`src/rtl/vga_pkg.sv`:
```
// vga_pkg: shared constants and types for the VGA framebuffer path.
// Holds the framebuffer geometry, the read-return owner tag used by the
// arbiter, the RGB332 field positions and a small owner-selection helper.
package vga_pkg;

   // Framebuffer geometry: 320x240 words of one RGB332 pixel each
   localparam int FB_AW    = 17;
   localparam int FB_DW    = 8;

   // Visible raster of the 640x480 timing that scans the framebuffer out
   localparam int H_ACTIVE = 640;
   localparam int V_ACTIVE = 480;

   // RGB332 pixel layout: {r[2:0], g[2:0], b[1:0]}
   localparam int RGB_R_HI = 7;
   localparam int RGB_R_LO = 5;
   localparam int RGB_G_HI = 4;
   localparam int RGB_G_LO = 2;
   localparam int RGB_B_HI = 1;
   localparam int RGB_B_LO = 0;

   // Who a RAM read in flight belongs to; writes and idle cycles carry OWN_NONE
   typedef enum logic [1:0] {
      OWN_NONE   = 2'd0,
      OWN_DISP   = 2'd1,
      OWN_CPU_RD = 2'd2
   } fb_owner_t;

   // Owner tag for the access issued this cycle. Only reads get a tag,
   // because only reads produce returning data.
   function automatic fb_owner_t issue_owner(input logic disp_win,
                                             input logic cpu_win,
                                             input logic cpu_we);
      fb_owner_t own;
      own = OWN_NONE;
      if (disp_win) begin
         own = OWN_DISP;
      end else if (cpu_win && !cpu_we) begin
         own = OWN_CPU_RD;
      end
      return own;
   endfunction

   // Pack an RGB332 pixel from its three fields
   function automatic logic [FB_DW-1:0] rgb332(input logic [2:0] r,
                                               input logic [2:0] g,
                                               input logic [1:0] b);
      return {r, g, b};
   endfunction

endpackage

```
`src/rtl/fb_rd_return.sv`:
```
// fb_rd_return: read-return side of the framebuffer arbiter.
// A two-stage owner tag pipeline follows every issued access. Stage 1 lines
// up with the cycle the RAM sees ram_en; stage 2 lines up with the cycle the
// RAM drives its read data. In that cycle the data is steered to exactly one
// owner together with a one-cycle rvalid pulse. The rdata output of a
// requester that is not being served is held at zero so a consumer that
// ignores rvalid can never see another requester's pixel.
module fb_rd_return
   import vga_pkg::*;
#(
   parameter int DW = FB_DW
) (
   input  logic          clk,
   input  logic          rst,
   input  logic [1:0]    i_issue_own,
   input  logic [DW-1:0] i_ram_rdata,
   output logic          o_disp_rvalid,
   output logic [DW-1:0] o_disp_rdata,
   output logic          o_cpu_rvalid,
   output logic [DW-1:0] o_cpu_rdata
);

   fb_owner_t r_own_s1;
   fb_owner_t r_own_s2;
   fb_owner_t w_issue_own;

   assign w_issue_own = fb_owner_t'(i_issue_own);

   // Owner tag pipeline; reset empties it so no read in flight returns
   always_ff @(posedge clk) begin
      if (rst) begin
         r_own_s1 <= OWN_NONE;
         r_own_s2 <= OWN_NONE;
      end else begin
         r_own_s1 <= w_issue_own;
         r_own_s2 <= r_own_s1;
      end
   end

   // Steer the RAM read data to the owner of the stage-2 tag
   always_comb begin
      o_disp_rvalid = 1'b0;
      o_disp_rdata  = '0;
      o_cpu_rvalid  = 1'b0;
      o_cpu_rdata   = '0;
      case (r_own_s2)
         OWN_DISP: begin
            o_disp_rvalid = 1'b1;
            o_disp_rdata  = i_ram_rdata;
         end
         OWN_CPU_RD: begin
            o_cpu_rvalid = 1'b1;
            o_cpu_rdata  = i_ram_rdata;
         end
         default: begin
         end
      endcase
   end

endmodule

```
`src/rtl/vga_fb_arbiter.sv`:
```
// vga_fb_arbiter: shares one single-port framebuffer RAM between the VGA
// scan-out fetch and a CPU/host port, on the 25 MHz pixel clock.
//
// Build option: VGA_FB_STARVE_EN. When defined, a CPU that has waited
// STARVE_LIMIT cycles takes one cycle from the display while both are
// requesting; that display request is reported on disp_drop. When undefined,
// display priority is absolute, disp_drop is always 0 and cpu_starved is a
// status flag only.
//
// Handshake: the CPU presents cpu_req together with cpu_we/cpu_addr/cpu_wdata
// and holds them until cpu_gnt=1 in the same cycle; the request is consumed
// only in a cycle with cpu_gnt=1 and may be withdrawn before that. The display
// has no back-pressure: disp_req asks for this cycle only and is either
// issued or flagged with disp_drop.
//
// Timing, for an access accepted in cycle N: ram_* carry it in N+1, the RAM
// returns read data in N+2 and the owner's rvalid pulses in N+2.
module vga_fb_arbiter
   import vga_pkg::*;
#(
   parameter int AW           = FB_AW,
   parameter int DW           = FB_DW,
   parameter int STARVE_LIMIT = 64
) (
   input  logic          clk,
   input  logic          rst,
   input  logic          disp_req,
   input  logic [AW-1:0] disp_addr,
   output logic          disp_rvalid,
   output logic [DW-1:0] disp_rdata,
   output logic          disp_drop,
   input  logic          cpu_req,
   input  logic          cpu_we,
   input  logic [AW-1:0] cpu_addr,
   input  logic [DW-1:0] cpu_wdata,
   output logic          cpu_gnt,
   output logic          cpu_rvalid,
   output logic [DW-1:0] cpu_rdata,
   output logic          cpu_starved,
   output logic          ram_en,
   output logic          ram_we,
   output logic [AW-1:0] ram_addr,
   output logic [DW-1:0] ram_wdata,
   input  logic [DW-1:0] ram_rdata
);

   // Wait counter wide enough to hold STARVE_LIMIT itself
   localparam int             CW        = $clog2(STARVE_LIMIT + 1);
   localparam logic [CW-1:0]  LIMIT_CNT = CW'(STARVE_LIMIT);

   logic          w_override;
   logic          w_disp_win;
   logic          w_cpu_win;
   fb_owner_t     w_issue_own;
   logic [CW-1:0] w_cnt_nxt;

   logic [CW-1:0] r_wait_cnt;
   logic          r_cpu_starved;

   // Starvation override: a starved CPU beats a simultaneous display request
   always_comb begin
      w_override = 1'b0;
`ifdef VGA_FB_STARVE_EN
      w_override = r_cpu_starved & disp_req & cpu_req;
`endif
   end

   // Winner of this cycle; nobody wins while reset is asserted
   always_comb begin
      w_disp_win = 1'b0;
      w_cpu_win  = 1'b0;
      if (!rst) begin
         if (w_override) begin
            w_cpu_win = 1'b1;
         end else if (disp_req) begin
            w_disp_win = 1'b1;
         end else if (cpu_req) begin
            w_cpu_win = 1'b1;
         end
      end
   end

   assign cpu_gnt     = w_cpu_win;
   assign w_issue_own = issue_owner(w_disp_win, w_cpu_win, cpu_we);

`ifdef VGA_FB_STARVE_EN
   assign disp_drop = w_override & ~rst;
`else
   assign disp_drop = 1'b0;
`endif

   // Next wait count: counts denied CPU cycles, saturating at the limit
   always_comb begin
      w_cnt_nxt = r_wait_cnt;
      if (!cpu_req || w_cpu_win) begin
         w_cnt_nxt = '0;
      end else if (r_wait_cnt != LIMIT_CNT) begin
         w_cnt_nxt = r_wait_cnt + 1'b1;
      end
   end

   // Wait counter and registered starvation flag
   always_ff @(posedge clk) begin
      if (rst) begin
         r_wait_cnt    <= '0;
         r_cpu_starved <= 1'b0;
      end else begin
         r_wait_cnt    <= w_cnt_nxt;
         r_cpu_starved <= (w_cnt_nxt == LIMIT_CNT);
      end
   end

   assign cpu_starved = r_cpu_starved;

   // Issue register: the winner's access drives the RAM port one cycle later.
   // Address and write data hold their last value in idle cycles.
   always_ff @(posedge clk) begin
      if (rst) begin
         ram_en    <= 1'b0;
         ram_we    <= 1'b0;
         ram_addr  <= '0;
         ram_wdata <= '0;
      end else begin
         ram_en <= w_disp_win | w_cpu_win;
         ram_we <= w_cpu_win & cpu_we;
         if (w_cpu_win) begin
            ram_addr  <= cpu_addr;
            ram_wdata <= cpu_wdata;
         end else if (w_disp_win) begin
            ram_addr <= disp_addr;
         end
      end
   end

   // Read return: owner tag pipeline and rdata steering
   fb_rd_return #(
      .DW (DW)
   ) u_rd_return (
      .clk           (clk),
      .rst           (rst),
      .i_issue_own   (w_issue_own),
      .i_ram_rdata   (ram_rdata),
      .o_disp_rvalid (disp_rvalid),
      .o_disp_rdata  (disp_rdata),
      .o_cpu_rvalid  (cpu_rvalid),
      .o_cpu_rdata   (cpu_rdata)
   );

endmodule

```
`config.mk`:
```
export PLATFORM = sky130hd
export DESIGN_NAME = vga_fb_arbiter
export DESIGN_NICKNAME = d
export VERILOG_FILES = /design/src/rtl/vga_pkg.sv /design/src/rtl/fb_rd_return.sv /design/src/rtl/vga_fb_arbiter.sv
export SDC_FILE = /design/constraint.sdc
export NUM_CORES = 1
export LEC_CHECK = 0
export BUFFER_PORTS_ARGS = -buffer_cell sky130_fd_sc_hd__clkbuf_2
export CAP_MARGIN = 20
export CORE_MARGIN = 2
export CORE_UTILIZATION = 49
export CTS_BUF_LIST = sky130_fd_sc_hd__clkbuf_4 sky130_fd_sc_hd__clkbuf_8
export CTS_CLUSTER_SIZE = 30
export DETAILED_ROUTE_END_ITERATION = 16
export HOLD_SLACK_MARGIN = 0.06
export PLACE_DENSITY = 0.85
export SLEW_MARGIN = 20
export SYNTH_ARGS = -nofsm -noshare
export SYNTH_HDL_FRONTEND = slang
export SYNTH_SLANG_ARGS = --single-unit
```
`constraint.sdc`:
```
create_clock -name clk -period 3.33 [get_ports clk]
set_input_delay 0.4995 -clock clk [delete_from_list [all_inputs] [get_ports clk]]
set_output_delay 0.4995 -clock clk [all_outputs]
set_load 0.01 [all_outputs]
```
==> results.sh, run 1 <==
export IMPL_status="completed"
export IMPL_gp_congestion=0.785
export IMPL_irDropWorstVdd_uv=338
export IMPL_syn_area_um2=1800
export IMPL_path_max_fanout=22
export IMPL_cts_reportedPaths_clkPinSlew_ns=0.06
export IMPL_grt_ovfl_total=0
export IMPL_crit_path_end_kind="output port"
export IMPL_finalCritPeriodShare_pct=59.7
export IMPL_die_h_um=64.6
export IMPL_p_sw_uw=231
export IMPL_cts_hold_buffers=0
export IMPL_fmax_mhz=503
export IMPL_drt_total_wl_mm=3.99
export IMPL_clock_sinks=39
export IMPL_ys_types=34
export IMPL_cts_buffers=5
export IMPL_die_w_um=64.6
export IMPL_synthCells=213
export IMPL_grt_max_degree=39
export IMPL_holdPathStages=2
export IMPL_stdcell_count=356
export IMPL_antenna_found_initial=0
export IMPL_drtAntennaViolNets=0
export IMPL_hold_viol_final=0
export IMPL_p_comb_share_pct=14.9
export IMPL_cts_max_level=2
export IMPL_reg2reg_depth=6
export IMPL_hold_class="in2reg"
export IMPL_tns_ns=0
export IMPL_min_period_ns=1.99
export IMPL_p_seq_share_pct=52.6
export IMPL_synth_seq_cells=39
export IMPL_cts_resized=0
export IMPL_powerDensity_nw_per_um2=396
export IMPL_grt_usage_pct=20.2
export IMPL_drc=0
export IMPL_layout_commonest_cell="clkbuf_2"
export IMPL_ios=103
export IMPL_wl_per_cell_um=11.2
export IMPL_arrival_ns=1.49
export IMPL_rsz0062_at_grt="no"
export IMPL_synth_main_ff_cell="dfxtp_1"
export IMPL_dr_pass1_iters=4
export IMPL_drv_slew=0
export IMPL_die_area_um2=4180
export IMPL_cts_setup_buffers=0
export IMPL_nets=365
export IMPL_avgViaCountPerCell=4.84
export IMPL_place_ws_ns=1.33
export IMPL_start_util_pct=50.0
export IMPL_avgSynthCellArea_um2=8.46
export IMPL_pwr_share_clk_pct=32.5
export IMPL_row_count=22
export IMPL_slew_headroom_pct=53.3
export IMPL_power_leakage_uw=0.00121
export IMPL_area_growth_syn_to_layout_pct=33.2
export IMPL_met2_usage_pct=35.8
export IMPL_grt_pass1_wl_mm=6.62
export IMPL_crit_path_start_kind="input port"
export IMPL_drt_initial_drc_count=34
export IMPL_ys_seq_area_share_pct=43.3
export IMPL_cap_violations=0
export IMPL_grt_pass1_vias=1583
export IMPL_syn_nets=270
export IMPL_cts_buffer_depth=2
export IMPL_synthArstFlopShare_pct=0
export IMPL_layout_cells_most_common_list="clkbuf_2 (101), nor2_1 (40), dfxtp_1 (39), a21oi_1 (20), mux2i_1 (18)"
export IMPL_met1_usage_pct=22.4
export IMPL_vias=1723
export IMPL_clock_latency_ns=0.28
export IMPL_numPortBuffers=101
export IMPL_met3_usage_pct=5.56
export IMPL_dpl_cell_count=349
export IMPL_finalSetupViolCount=0
export IMPL_power_internal_uw=719
export IMPL_drive_above_1_share_pct=37.7
export IMPL_dp_hpwl_mm=3.04
export IMPL_grt_most_used_layer="met2"
export IMPL_required_ns=2.83
export IMPL_fp_coreArea_um2=3610
export IMPL_clock_root_buffer="clkbuf_8"
export IMPL_p_sw_share_pct=24.3
export IMPL_worstSetupPathType="in2out"
export IMPL_tightest_slew_ns=0.701
export IMPL_finClkSkew_ns=0.00316
export IMPL_synth_edf_count=0
export IMPL_ys_warn_count=0
export IMPL_antenna_cells=0
export IMPL_cts_tree="done"
export IMPL_fin_ws_ns=1.34
[stage by stage]
stage               total power [uW]  cell area (um2)  hold WS (ns)  util [%]
global route                     997             2400         0.396      66.6
CTS                              964             2400         0.391      66.6
detailed placement               653             2310         0.422      64.1
global placement                 650             2310         0.425      64.1
finish                           951             2400         0.402      66.6
floorplan                        588             1800         0.414         -
[registers in the layout, indices dropped and copies added (netlist names)]
| name | flops |
|---|---|
| ram_addr | 17 |
| ram_wdata | 8 |
| r_wait_cnt | 7 |
| u_rd_return.r_own_s1 | 2 |
| u_rd_return.r_own_s2 | 2 |
| cpu_starved | 1 |
| ram_en | 1 |
| ram_we | 1 |
[final timing paths]
check / start / endpoint / slack (ns)
worst max-delay path: cpu_req / cpu_gnt / 1.34
worst min-delay path: cpu_we / u_rd_return.r_own_s1[1] / 0.40
worst max register to register: r_wait_cnt[0] / cpu_starved / 1.51
worst min register to register: u_rd_return.r_own_s1[1] / u_rd_return.r_own_s2[1] / 0.44
[critical path, cell delays in order]
cell and delay [ns]:
clkbuf_2 0.52, nor3b_2 0.30, clkbuf_2 0.16
[final cells by class]
cell class                      count  area (um2)
Fill cell                         287        1210
Multi-Input combinational cell    157         947
Sequential cell                    39         781
Timing Repair Buffer              102         513
Clock buffer                        6        82.6
Tap cell                           48        60.1
Inverter                            3        11.3
Clock inverter                      1        5.00
[power by group through the flow]
stage | clock network (uW) | registers (uW) | logic (uW)
floorplan | 0 | 519 | 68.7
global placement | 0 | 511 | 139
detailed placement | 0 | 511 | 143
CTS | 320 | 501 | 143
global route | 335 | 503 | 159
finish | 309 | 500 | 141
[per-layer routing]
metal  share of wire, %  vias to the layer above
li1                   -                      890
met1                 42                      759
met2                 49                       70
met3                8.0                        4
met4               0.85                        0
met5                  0                        -
[Yosys cell counts, drive strengths merged, types with 2 or more instances]
| cell | n | area (um2) |
|---|---|---|
| a21oi | 20 | 100 |
| and2 | 17 | 106 |
| buf | 5 | 28.8 |
| clkbuf | 9 | 33.8 |
| dfxtp | 39 | 781 |
| ha | 2 | 25.0 |
| inv | 3 | 11.3 |
| mux2i | 18 | 180 |
| nand2 | 12 | 45.0 |
| nand2b | 8 | 50.1 |
| nand3 | 3 | 20.0 |
| nor2 | 40 | 150 |
| nor2b | 6 | 37.5 |
| nor3 | 4 | 31.3 |
| o21ai | 10 | 50.1 |
| or3 | 3 | 25.0 |
| xnor2 | 2 | 17.5 |
| xor2 | 2 | 17.5 |
[kinds of logic after synthesis]
logic type	Yosys count	synth area share, %
adders and majority gates	2	1.39
buffers and inverters	17	4.10
DFF	39	43.3
xor gates and xnor gates	4	1.94
and+or+nand+nor	96	27.5
AOI/OAI and AO/OA	36	11.5
muxes	18	10.0
other	1	0.208
Note: power is estimated with default switching activity, not from simulation.
==> run 2, diff against run 1 <==
--- a/config.mk
+++ b/config.mk
@@ -8,12 +8,12 @@
 export BUFFER_PORTS_ARGS = -buffer_cell sky130_fd_sc_hd__clkbuf_2
 export CAP_MARGIN = 20
 export CORE_MARGIN = 2
-export CORE_UTILIZATION = 49
+export CORE_UTILIZATION = 45
 export CTS_BUF_LIST = sky130_fd_sc_hd__clkbuf_4 sky130_fd_sc_hd__clkbuf_8
 export CTS_CLUSTER_SIZE = 30
 export DETAILED_ROUTE_END_ITERATION = 16
 export HOLD_SLACK_MARGIN = 0.06
-export PLACE_DENSITY = 0.85
+export PLACE_DENSITY = 0.79
 export SLEW_MARGIN = 20
 export SYNTH_ARGS = -nofsm -noshare
 export SYNTH_HDL_FRONTEND = slang
==> constraint.sdc (replaced) <==
create_clock -name clk -period 2.1 [get_ports clk]
set_input_delay 0.315 -clock clk [delete_from_list [all_inputs] [get_ports clk]]
set_output_delay 0.315 -clock clk [all_outputs]
set_load 0.01 [all_outputs]
==> run 2 against run 1 <==
Net effect: die area rose by 8.3%; sequential cell count did not move; setup slack got worse by 1.0 ns; critical path type is now reg2reg; highest routed layer unchanged.
==> results.sh, run 2 (same netlist as run 1, synthesis figures left out) <==
export IMPL_dpl_cell_count=352
export IMPL_cp_cell_sequence="inv_1, ha_1, nand2_1, nor3_4, or4_4, a221oi_2"
export IMPL_crit_family="simple AND/OR/NAND/NOR gates"
export IMPL_hp_start="cpu_we"
export IMPL_gp_congestion=0.847
export IMPL_wl_per_cell_um=11.5
export IMPL_drt_total_wl_mm=4.15
export IMPL_cts_resized=0
export IMPL_clock_sinks=39
export IMPL_worstSetupPathType="reg2reg"
export IMPL_grt_max_degree=28
export IMPL_ios=103
export IMPL_crit_path_end_kind="flop"
export IMPL_place_area_um2=2350
export IMPL_finalCritPeriodShare_pct=86.0
export IMPL_hold_viol_final=0
export IMPL_avgViaCountPerCell=4.85
export IMPL_met3_usage_pct=8.50
export IMPL_fp_coreArea_um2=3740
export IMPL_crit_path_start_kind="flop"
export IMPL_die_w_um=67.3
export IMPL_regToRegEndpoint="cpu_starved"
export IMPL_power_leakage_uw=0.00124
export IMPL_cts_buffers=5
export IMPL_antenna_found_initial=0
export IMPL_hold_class="in2reg"
export IMPL_die_area_um2=4530
export IMPL_drive_above_1_share_pct=38.5
export IMPL_largest_reg_flops=17
export IMPL_cts_tree="done"
export IMPL_finClkSkew_ns=0.00329
export IMPL_clock_root_buffer="clkbuf_8"
export IMPL_drc=0
export IMPL_holdPathStages=2
export IMPL_drt_initial_drc_count=49
export IMPL_start_util_pct=48.1
export IMPL_cap_violations=0
export IMPL_critical_path_buf_inv_count=1
export IMPL_p_total_uw=1670
export IMPL_top_register="ram_addr"
export IMPL_irDropWorstVdd_uv=534
export IMPL_grt_pass1_wl_mm=6.58
export IMPL_hold_slack_ns=0.187
export IMPL_cpPeakStageDelay_ns=0.53
export IMPL_arrival_ns=2.02
export IMPL_path_max_fanout=6
export IMPL_cts_max_level=2
export IMPL_antenna_cells=0
export IMPL_met1_usage_pct=20.1
export IMPL_required_ns=2.31
export IMPL_layout_cells_most_common_list="clkbuf_2 (101), nor2_1 (40), dfxtp_1 (39), a21oi_1 (20), mux2i_1 (18)"
export IMPL_cts_setup_buffers=0
export IMPL_numPortBuffers=101
export IMPL_stdcell_count=360
export IMPL_status="completed"
export IMPL_tns_ns=0
export IMPL_grt_most_used_layer="met2"
export IMPL_grt_ovfl_total=0
export IMPL_drtAntennaViolNets=0
export IMPL_die_h_um=67.3
export IMPL_met2_usage_pct=35.6
export IMPL_row_count=22
export IMPL_clock_latency_ns=0.29
export IMPL_dp_hpwl_mm=3.19
export IMPL_area_growth_syn_to_layout_pct=36.8
export IMPL_worstReg2RegStart="r_wait_cnt[0]"
export IMPL_vias=1746
export IMPL_layout_commonest_cell="clkbuf_2"
export IMPL_finalSetupViolCount=0
export IMPL_dr_pass1_iters=5
export IMPL_rsz0062_at_grt="no"
export IMPL_grt_pass1_vias=1554
export IMPL_final_cell_area_um2=2460
export IMPL_fmax_mhz=554
export IMPL_nets=368
export IMPL_top_regs="ram_addr (17), ram_wdata (8), r_wait_cnt (7)"
export IMPL_reg2reg_depth=6
export IMPL_rrSetupSlack_ns=0.29
export IMPL_powerDensity_nw_per_um2=677
export IMPL_grt_usage_pct=19.4
export IMPL_holdPathEnd="u_rd_return.r_own_s1[1]"
export IMPL_cts_hold_buffers=0
export IMPL_crit_path_top_delay_cell="or4_4"
export IMPL_cts_buffer_depth=2
export IMPL_min_period_ns=1.81
export IMPL_drv_slew=0
export IMPL_cts_reportedPaths_clkPinSlew_ns=0.08
-- run 2: cell types whose count changed in the layout (fill, tap and decap cells not counted) --
cell / previous run / this run
bufinv_16: 0 / 1
buf_4: 1 / 3
buf_12: 0 / 1
-- run 2: layer usage --
metal,part of all wire [%],up-vias
met3,11,2
met4,0.29,0
met2,49,87
li1,-,900
met1,40,757
met5,0,-
-- run 2: final cells by class --
class                           instances  area, um2
Clock buffer                            6       82.6
Inverter                                3       11.3
Sequential cell                        39        781
Fill cell                             312       1280
Multi-Input combinational cell        157        947
Timing Repair Buffer                  105        548
Clock inverter                          2       35.0
Tap cell                               48       60.1
-- run 2: report_power, final --
part,internal (uW),switching (uW)
sequential,774,18.0
combinational,115,117
clock,384,260
-- run 2: through the flow --
stage	setup WS, ns	util [%]
after global placement	0.328	62.7
after floorplan	0.415	-
after detailed placement	0.327	62.7
after global routing	0.184	65.8
after CTS	0.301	65.8
final	0.293	65.8
-- run 2: how the worst max path moves through the flow --
| stage | startpoint | to | slack (ns) | cells after the start |
|---|---|---|---|---|
| floorplan | r_wait_cnt[0] | cpu_starved | 0.41 | 6 |
| global placement | r_wait_cnt[0] | cpu_starved | 0.33 | 6 |
| finish | r_wait_cnt[0] | cpu_starved | 0.29 | 6 |
| global route | r_wait_cnt[0] | cpu_starved | 0.18 | 6 |
| detailed placement | r_wait_cnt[0] | cpu_starved | 0.33 | 6 |
| CTS | r_wait_cnt[0] | cpu_starved | 0.30 | 6 |
-- run 2: worst reg2reg max path, delay by kind of cell, from the launching register on --
| kind | cells | cell delay [ns] |
|---|---|---|
| compound gates | 1 | 0.26 |
| fa+ha+maj | 1 | 0.21 |
| buf+inv | 1 | 0.12 |
| flops | 1 | 0.43 |
| simple gates | 3 | 0.71 |
==> run 3, diff against run 2 <==
--- a/config.mk
+++ b/config.mk
@@ -8,12 +8,13 @@
 export BUFFER_PORTS_ARGS = -buffer_cell sky130_fd_sc_hd__clkbuf_2
 export CAP_MARGIN = 20
 export CORE_MARGIN = 2
-export CORE_UTILIZATION = 45
+export CORE_UTILIZATION = 41
 export CTS_BUF_LIST = sky130_fd_sc_hd__clkbuf_4 sky130_fd_sc_hd__clkbuf_8
 export CTS_CLUSTER_SIZE = 30
 export DETAILED_ROUTE_END_ITERATION = 16
+export GPL_TIMING_DRIVEN = 0
 export HOLD_SLACK_MARGIN = 0.06
-export PLACE_DENSITY = 0.79
+export PLACE_DENSITY = 0.75
 export SLEW_MARGIN = 20
 export SYNTH_ARGS = -nofsm -noshare
 export SYNTH_HDL_FRONTEND = slang
==> constraint.sdc (replaced) <==
create_clock -name clk -period 1.65 [get_ports clk]
set_input_delay 0.2475 -clock clk [delete_from_list [all_inputs] [get_ports clk]]
set_output_delay 0.2475 -clock clk [all_outputs]
set_load 0.01 [all_outputs]
==> run 3 against run 2 <==
Net effect: highest routed layer unchanged; worst hold slack lost 0.051 ns; register-to-register slack got worse by 0.27 ns; combinational power rose by 32%; via count rose by 4.1%; sequential share of layout area down 0.82 points; non-clock buffer count increased by 13; total power up 27%; cell area up 3.8%; core utilization decreased by 6.3 points; die area grew 9.2%; clock skew decreased by 0.0016 ns.
==> results.sh, run 3 (same netlist as run 1, synthesis figures left out) <==
export IMPL_fmax_mhz=613
export IMPL_grt_max_degree=13
export IMPL_gp_congestion=0.859
export IMPL_layout_cells_most_common_list="clkbuf_2 (103), nor2_1 (40), dfxtp_1 (36), a21oi_1 (20), mux2i_1 (18)"
export IMPL_hold_slack_ns=0.135
export IMPL_regToRegEndpoint="cpu_starved"
export IMPL_regArea_um2=790
export IMPL_antenna_cells=0
export IMPL_die_area_um2=4940
export IMPL_cts_buffer_depth=2
export IMPL_worstReg2RegStart="r_wait_cnt[4]"
export IMPL_drc=0
export IMPL_pwr_share_clk_pct=38.0
export IMPL_power_leakage_uw=0.00128
export IMPL_hold_class="in2reg"
export IMPL_crit_path_start_kind="flop"
export IMPL_path_max_fanout=6
export IMPL_rrSetupSlack_ns=0.02
export IMPL_drt_total_wl_mm=4.24
export IMPL_largest_reg_flops=17
export IMPL_finalCritPeriodShare_pct=98.8
export IMPL_ios=103
export IMPL_cpPeakStageDelay_ns=0.52
export IMPL_p_seq_share_pct=47.5
export IMPL_clock_sinks=39
export IMPL_irDropWorstVdd_uv=646
export IMPL_multiInputGateArea_um2=978
export IMPL_finClkSkew_ns=0.00166
export IMPL_grt_pass1_vias=1654
export IMPL_p_sw_share_pct=23.4
export IMPL_antenna_found_initial=0
export IMPL_numPortBuffers=101
export IMPL_cts_reportedPaths_clkPinSlew_ns=0.07
export IMPL_start_util_pct=42.0
export IMPL_required_ns=1.85
export IMPL_wl_met2_mm=2.05
export IMPL_nets=381
export IMPL_met1_length_mm=1.83
export IMPL_drv_slew=0
export IMPL_cts_tree="done"
export IMPL_cp_cell_sequence="nand2_1, o21a_1, or4_4, a221oi_2"
export IMPL_clock_latency_ns=0.28
export IMPL_slew_headroom_pct=65.0
export IMPL_area_growth_syn_to_layout_pct=42.0
export IMPL_status="completed"
export IMPL_arrival_ns=1.83
export IMPL_holdPathStages=2
export IMPL_power_internal_uw=1620
export IMPL_hold_viol_final=0
export IMPL_p_sw_uw=495
export IMPL_clock_root_buffer="clkbuf_8"
export IMPL_drt_initial_drc_count=74
export IMPL_grt_ovfl_total=0
export IMPL_p_comb_share_pct=14.5
export IMPL_finalSetupViolCount=0
export IMPL_tightest_slew_ns=0.525
export IMPL_die_h_um=70.3
export IMPL_grt_usage_pct=17.4
export IMPL_final_cell_area_um2=2560
export IMPL_hp_start="cpu_we"
export IMPL_place_area_um2=2370
export IMPL_row_count=24
export IMPL_vias=1817
export IMPL_die_w_um=70.3
export IMPL_dp_hpwl_mm=3.19
export IMPL_cts_hold_buffers=0
export IMPL_cts_buffers=5
export IMPL_cts_max_level=2
export IMPL_min_period_ns=1.63
export IMPL_wl_per_cell_um=11.2
export IMPL_grt_pass1_wl_mm=7.02
export IMPL_final_core_utilization_pct=59.6
export IMPL_worstSetupPathType="reg2reg"
export IMPL_drtAntennaViolNets=0
export IMPL_crit_path_top_delay_cell="or4_4"
export IMPL_powerDensity_nw_per_um2=828
export IMPL_crit_path_end_kind="flop"
export IMPL_layout_commonest_cell="clkbuf_2"
export IMPL_fp_coreArea_um2=4290
export IMPL_holdPathEnd="u_rd_return.r_own_s1[1]"
export IMPL_top_regs="ram_addr (17), ram_wdata (8), r_wait_cnt (7)"
export IMPL_reg2reg_depth=4
export IMPL_n_fill_cell=393
export IMPL_dr_pass1_iters=4
export IMPL_dr_wl_met3_um=350
export IMPL_routed_top_layer="met4"
export IMPL_avgViaCountPerCell=4.82
export IMPL_drive_above_1_share_pct=40.3
export IMPL_rsz0062_at_grt="yes"
export IMPL_top_register="ram_addr"
export IMPL_cap_violations=0
run 3: cell types whose count changed in the layout (fill, tap and decap cells not counted), moves of 2 or more:
cell,previous run,this run
clkbuf_1,0,7
dfxtp_1,39,36
buf_2,0,2
clkbuf_2,101,103
dfxtp_4,0,2
ha_1,2,0
run 3: power by group through the flow:
stage                     sequential, uW  combinational (uW)  clock [uW]
after global placement              1030                 294           0
final                               1010                 307         805
after detailed placement            1030                 299           0
after global routing                1010                 344         872
after CTS                           1010                 308         836
after floorplan                     1050                 139           0
run 3: worst max path at each step:
stage | from | to | depth (start not counted)
6_report | r_wait_cnt[4] | cpu_starved | 4
4_1_cts | r_wait_cnt[3] | cpu_starved | 5
5_1_grt | r_wait_cnt[3] | cpu_starved | 5
2_1_floorplan | r_wait_cnt[1] | cpu_starved | 6
3_3_place_gp | disp_req | cpu_gnt | 5
3_5_place_dp | disp_req | cpu_gnt | 5
run 3: area by class of cell:
type	count	area share (%)
Multi-Input combinational cell	157	38.2
Sequential cell	39	30.9
Timing Repair Buffer	104	20.8
Clock buffer	6	3.23
Buffer	14	2.54
Tap cell	52	2.54
Clock inverter	2	1.37
Inverter	3	0.440
run 3: routing by layer:
layer | GRT usage, % | vias to the layer above
met2 | 30.7 | 66
met3 | 6.20 | 2
met1 | 20.3 | 821
li1 | - | 928
met5 | 0 | -
met4 | 3.21 | 0
run 3: repair_timing:
item | 4_1_cts | 5_1_grt
pin swaps | 2 | 3
setup buffers | 3 | 0
setup endpoints to repair | 2 | 10
cloned | 0 | 0
resized for setup | 6 | 7
run 3: worst max-delay path, delay by kind of cell (launching register included):
kind | cells | cell delay, ns
AO/OA/AOI/OAI | 2 | 0.47
flip-flops | 1 | 0.46
AND/OR/NAND/NOR | 2 | 0.63
run 3: metrics by stage:
step           worst slack (ns)  std cells  setup TNS [ns]  total power (uW)
2_1_floorplan            0.0182        213               0              1190
3_3_place_gp             -0.308        366           -1.09              1320
3_5_place_dp             -0.308        366           -1.22              1330
4_1_cts                 0.00346        377               0              2150
5_1_grt                 -0.0430        377         -0.0757              2230
6_report                 0.0197        377               0              2120
